## config.mk

```make
export PLATFORM = sky130hd
export DESIGN_NAME = sdram_arbiter
export DESIGN_NICKNAME = d
export VERILOG_FILES = /design/src/rtl/sdram_arbiter.sv
export SDC_FILE = /design/constraint.sdc
export NUM_CORES = 1
export LEC_CHECK = 0
export ABC_AREA = 1
export CORE_AREA = 4 4 95 106
export DETAILED_ROUTE_END_ITERATION = 16
export DIE_AREA = 0 0 99 110
export HOLD_SLACK_MARGIN = 0.12
export PLACE_DENSITY = 0.77
export SETUP_SLACK_MARGIN = 0.2
export SKIP_LAST_GASP = 1
export SLEW_MARGIN = 15
export SYNTH_ARGS = -nofsm -noshare
export SYNTH_HDL_FRONTEND = slang
export SYNTH_SLANG_ARGS = --single-unit
```

## constraint.sdc

```tcl
create_clock -name clk -period 3.55 [get_ports clk]
set_input_delay 1.065 -clock clk [delete_from_list [all_inputs] [get_ports clk]]
set_output_delay 1.065 -clock clk [all_outputs]
set_load 0.1 [all_outputs]
```

## src/rtl/sdram_arbiter.sv

```systemverilog
// ============================================================================
// Module      : sdram_arbiter
// Description : Two-port slot arbiter (core / loader) in front of a
//               single-access SDRAM controller. Optional loader fairness
//               is enabled with the SDRAM_ARB_FAIR_EN macro.
// Revision    : 1.0 - initial release
// ============================================================================
`default_nettype none

module sdram_arbiter #(
    parameter int DATA_DLY = 6,
    parameter int MAX_WAIT = 4
) (
    input  logic        clk,
    input  logic        reset,
    input  logic        clkref,
    input  logic        ram_ready,

    input  logic        c_req,
    input  logic [24:0] c_addr,
    input  logic        c_we,
    input  logic        c_aux,
    input  logic [7:0]  c_din,
    output logic [15:0] c_dout,
    output logic        c_ack,

    input  logic        l_req,
    input  logic [24:0] l_addr,
    input  logic        l_we,
    input  logic        l_aux,
    input  logic [7:0]  l_din,
    output logic [15:0] l_dout,
    output logic        l_ack,

    output logic [24:0] sd_addr,
    output logic        sd_we,
    output logic        sd_aux,
    output logic [7:0]  sd_din,
    input  logic [15:0] sd_dout,

    output logic        busy,
    output logic [1:0]  grant
);

    typedef enum logic [1:0] {
        ST_OFF  = 2'd0,
        ST_WAIT = 2'd1,
        ST_BUSY = 2'd2
    } state_t;

    localparam logic [1:0] GNT_NONE = 2'b00;
    localparam logic [1:0] GNT_CORE = 2'b01;
    localparam logic [1:0] GNT_LDR  = 2'b10;
    localparam logic [3:0] CNT_DONE = 4'(DATA_DLY);

    state_t      r_state;
    state_t      w_state_nxt;
    logic        r_clkref_d;
    logic [3:0]  r_cnt;
    logic [24:0] r_sd_addr;
    logic        r_sd_we;
    logic        r_sd_aux;
    logic [7:0]  r_sd_din;
    logic [15:0] r_c_dout;
    logic [15:0] r_l_dout;
    logic        r_c_ack;
    logic        r_l_ack;
    logic        r_busy;
    logic [1:0]  r_grant;

    logic        w_slot_start;
    logic        w_grant_go;
    logic        w_done;
    logic        w_pick_c;
    logic        w_pick_l;

    assign w_slot_start = clkref & ~r_clkref_d;
    assign w_grant_go   = (r_state == ST_WAIT) && ram_ready && w_slot_start;
    assign w_done       = (r_state == ST_BUSY) && (r_cnt == CNT_DONE);

`ifdef SDRAM_ARB_FAIR_EN
    localparam logic [3:0] WAIT_LIM = 4'(MAX_WAIT);

    logic [3:0] r_wait;
    logic       w_force_l;

    // A starved loader overrides core priority once it has lost MAX_WAIT slots
    assign w_force_l = l_req && (r_wait >= WAIT_LIM);
    assign w_pick_c  = c_req && !w_force_l;
    assign w_pick_l  = l_req && !w_pick_c;

    always_ff @(posedge clk or posedge reset) begin
        if (reset) begin
            r_wait <= 4'd0;
        end else if (w_grant_go) begin
            if (w_pick_l) begin
                r_wait <= 4'd0;
            end else if (l_req && (r_wait != 4'hF)) begin
                r_wait <= r_wait + 4'd1;
            end
        end
    end
`else
    logic w_unused_cfg;

    assign w_unused_cfg = (MAX_WAIT > 0);
    assign w_pick_c     = c_req;
    assign w_pick_l     = l_req && !c_req;
`endif

    always_ff @(posedge clk or posedge reset) begin
        if (reset) begin
            r_state <= ST_OFF;
        end else begin
            r_state <= w_state_nxt;
        end
    end

    always_comb begin
        w_state_nxt = r_state;
        case (r_state)
            ST_OFF: begin
                if (ram_ready) w_state_nxt = ST_WAIT;
            end
            ST_WAIT: begin
                if (!ram_ready) begin
                    w_state_nxt = ST_OFF;
                end else if (w_slot_start && (c_req || l_req)) begin
                    w_state_nxt = ST_BUSY;
                end
            end
            ST_BUSY: begin
                if (w_done) w_state_nxt = ST_WAIT;
            end
            default: w_state_nxt = ST_OFF;
        endcase
    end

    // Slot datapath: sd_* only changes on a slot start, so it is stable all slot
    always_ff @(posedge clk or posedge reset) begin
        if (reset) begin
            r_clkref_d <= 1'b0;
            r_cnt      <= 4'd0;
            r_sd_addr  <= 25'd0;
            r_sd_we    <= 1'b0;
            r_sd_aux   <= 1'b0;
            r_sd_din   <= 8'd0;
            r_c_dout   <= 16'd0;
            r_l_dout   <= 16'd0;
            r_c_ack    <= 1'b0;
            r_l_ack    <= 1'b0;
            r_busy     <= 1'b0;
            r_grant    <= GNT_NONE;
        end else begin
            r_clkref_d <= clkref;
            r_c_ack    <= 1'b0;
            r_l_ack    <= 1'b0;
            if (w_grant_go) begin
                r_cnt <= 4'd0;
                if (w_pick_c) begin
                    r_sd_addr <= c_addr;
                    r_sd_we   <= c_we;
                    r_sd_aux  <= c_aux;
                    r_sd_din  <= c_din;
                    r_grant   <= GNT_CORE;
                    r_busy    <= 1'b1;
                end else if (w_pick_l) begin
                    r_sd_addr <= l_addr;
                    r_sd_we   <= l_we;
                    r_sd_aux  <= l_aux;
                    r_sd_din  <= l_din;
                    r_grant   <= GNT_LDR;
                    r_busy    <= 1'b1;
                end else begin
                    r_sd_we   <= 1'b0;
                    r_grant   <= GNT_NONE;
                end
            end else if (r_state == ST_BUSY) begin
                r_cnt <= r_cnt + 4'd1;
                if (w_done) begin
                    if (r_grant == GNT_CORE) begin
                        r_c_dout <= sd_dout;
                        r_c_ack  <= 1'b1;
                    end else begin
                        r_l_dout <= sd_dout;
                        r_l_ack  <= 1'b1;
                    end
                    r_busy  <= 1'b0;
                    r_grant <= GNT_NONE;
                end
            end
        end
    end

    assign sd_addr = r_sd_addr;
    assign sd_we   = r_sd_we;
    assign sd_aux  = r_sd_aux;
    assign sd_din  = r_sd_din;
    assign c_dout  = r_c_dout;
    assign l_dout  = r_l_dout;
    assign c_ack   = r_c_ack;
    assign l_ack   = r_l_ack;
    assign busy    = r_busy;
    assign grant   = r_grant;

endmodule

`default_nettype wire

```

==> flow_metrics.env <==
export IMPL_max_stage_delay_ns=0.71
export IMPL_synth_flop_cell="dfrtp_1"
export IMPL_worstSetupPathType="in2reg"
export IMPL_syn_avg_cell_area_um2=8.85
export IMPL_synthAdderAreaFrac_pct=0.711
export IMPL_synth_seq_cells=79
export IMPL_reg2reg_slack_ns=1.99
export IMPL_synthCells=398
export IMPL_drc_errors=0
export IMPL_cts_setup_buffers=0
export IMPL_cts_buffers=9
export IMPL_endpoint_kind="flop"
export IMPL_reg2reg_to="sd_addr[10]"
export IMPL_grt_max_degree=49
export IMPL_dieWidth_um=99
export IMPL_ctsHoldBuffers=0
export IMPL_synth_xor_area_share_pct=0
export IMPL_max_clock_path_buffers=2
export IMPL_ctsResizeCount=0
export IMPL_nets=652
export IMPL_insertedDiodeCount=0
export IMPL_setup_viol=0
export IMPL_outcome="completed"
export IMPL_rows=36
export IMPL_yosys_area_top_type_share_pct=56.1
export IMPL_fin_ws_ns=1.13
export IMPL_synth_top_cells_by_count="152 x nand2_1, 79 x dfrtp_1, 57 x o21ai_0"
export IMPL_critPathRequiredTime_ns=3.82
export IMPL_rsz0062_at_grt="no"
export IMPL_drive_gt1_share_pct=24.7
export IMPL_cp_slowest_cell="inv_1"
export IMPL_grt_pass1_wl_mm=15.6
export IMPL_start_util_pct=39.7
export IMPL_drv_slew=0
export IMPL_wl_per_cell_um=14.8
export IMPL_synthTopCellsByArea="dfrtp_1 56%, nand2_1 16%, o21ai_0 8.1%"
export IMPL_synth_compound_area_share_pct=10.5
export IMPL_cp_arrival_ns=2.69
export IMPL_post_dp_hpwl_mm=7.69
export IMPL_maxCapViolCount=0
export IMPL_r2r_cells=5
export IMPL_yosys_warnings=0
export IMPL_cts_sinks=79
export IMPL_fmax_mhz=412
export IMPL_io_buffer_count=163
export IMPL_ys_types=24
export IMPL_clock_latency_ns=0.35
export IMPL_syn_to_final_growth_pct=49.5
export IMPL_worst_pin_slew_ns=0.921
export IMPL_h_tree_depth=3
export IMPL_postSynth_asyncResetShare_pct=100
export IMPL_maxSlewHeadroom_pct=38.6
export IMPL_grt_pass1_vias=3208
export IMPL_ant_nets=0
export IMPL_wl_mm=10.0
export IMPL_hold_class="reg2reg"
export IMPL_fp_dieArea_um2=10900
export IMPL_viasPerCell=4.78
export IMPL_gp_congestion=0.828
export IMPL_grt_overflow=0
export IMPL_reg2reg_from="r_state[1]"
export IMPL_clkTransAtPathRegs_ns=0.08
export IMPL_pin_count=164
export IMPL_min_from="l_dout[4]"
export IMPL_hold_violations=0
export IMPL_yosysMostFrequentCell="nand2_1"
export IMPL_yosys_area_share_simple_pct=27.8
export IMPL_fin_cells=677
export IMPL_fin_setup_tns_ns=0
export IMPL_die_height_um=110
export IMPL_cp_startpoint="c_req"
export IMPL_period_share_pct=68.3
export IMPL_place_inst=661
export IMPL_core_um2=8870
export IMPL_worst_setup_path_start_kind="primary input"
export IMPL_grt_use_total_pct=18.4
export IMPL_nFillCells=795
export IMPL_via_count=3239
export IMPL_cp_endpoint="sd_addr[10]"
export IMPL_synth_edf_count=0
export IMPL_drtIter0Drc=94
export IMPL_min_period_ns=2.42
export IMPL_cp_max_fo=36
export IMPL_fin_skew_ns=0.0119
export IMPL_synth_mux_area_share_pct=0
export IMPL_syn_nets=492
export IMPL_dr_pass1_iters=4
export IMPL_cts_root_buffer_cell="clkbuf_8"
export IMPL_path_cells="clkdlybuf4s50_1, inv_1, o21ai_0, o21ai_0"
export IMPL_ys_seq_area_share_pct=56.1
export IMPL_dpl_worst_slack_ns=0.694
export IMPL_cpMostUsedCell="o21ai_0"
export IMPL_synth_area_um2=3520
export IMPL_cts_tree="yes"
export IMPL_synth_top_family_by_area="simple AND/OR/NAND/NOR gates"
export IMPL_antenna_found_initial=0
export IMPL_synth_top_cell_by_area="dfrtp_1"
critical path: cells and delay by family:
kind	cells	cell delay, ns
buffers and inverters	2	1.20
AOI/OAI and AO/OA	2	0.41
per-stage QoR:
step	util, %	cell area (µm²)	hold WS [ns]
floorplan	-	3520	0.570
global placement	56.8	5040	0.466
detailed placement	56.8	5040	0.467
CTS	59.3	5270	0.488
global route	59.3	5270	0.523
finish	59.3	5270	0.485
how the worst min path moves through the flow:
stage | endpoint | slack [ns] | cells after the start
4_1_cts | l_dout[4] | 0.49 | 2
3_5_place_dp | l_dout[4] | 0.47 | 2
2_1_floorplan | r_state[0] | 0.57 | 4
5_1_grt | l_dout[15] | 0.52 | 2
6_report | l_dout[4] | 0.49 | 2
3_3_place_gp | l_dout[11] | 0.47 | 2
kinds of logic (layout without fill, tap and decap cells):
| logic type | Yosys count | count (layout) |
|---|---|---|
| buffers and inverters | 30 | 195 |
| adders and majority gates | 2 | 2 |
| DFF | 79 | 79 |
| and+or+nand+nor | 213 | 213 |
| AOI/OAI and AO/OA | 74 | 74 |
state kept, by name, indices dropped and copies added (netlist names):
name	flops
l_ack	1
sd_we	1
r_clkref_d	1
c_ack	1
busy	1
sd_addr	25
sd_aux	1
r_state	2
sd_din	8
r_cnt	4
grant	2
c_dout	16
l_dout	16
layout by cell type (no fill, tap or decap), types with 2 or more instances in the layout:
master,n
nand2_1,151
clkdlybuf4s50_1,91
buf_4,75
o21ai_0,57
or2_2,34
nand3_1,7
inv_6,3
clkbuf_8,9
nor2_1,10
nor2_8,2
o21ai_1,16
ha_1,2
bufinv_16,2
nand2_2,3
inv_1,9
dfrtp_1,79
nor2_4,3
area by class of cell:
class | count | area (µm²) | area share, %
sequential | 79 | 1980 | 37.5
tap | 114 | 143 | 2.71
clock buffer | 9 | 124 | 2.35
clock inverter | 7 | 103 | 1.95
inverter | 12 | 48.8 | 0.927
timing repair buffer | 167 | 1490 | 28.4
multi-input combinational | 289 | 1380 | 26.1
metal layers:
metal  global-route usage (%)  vias to the layer above  wire length [µm]  part of all wire, %
li1                         -                     1581                 -                    -
met1                     22.9                     1519              4330                   43
met2                     31.2                      120              4760                   48
met3                     4.34                       19               676                  6.8
met4                     7.02                        0               240                  2.4
met5                        0                        -                 0                    0
Power is not shown: default switching activity piles up to over one toggle a cycle in this logic, so the estimate is an artifact.
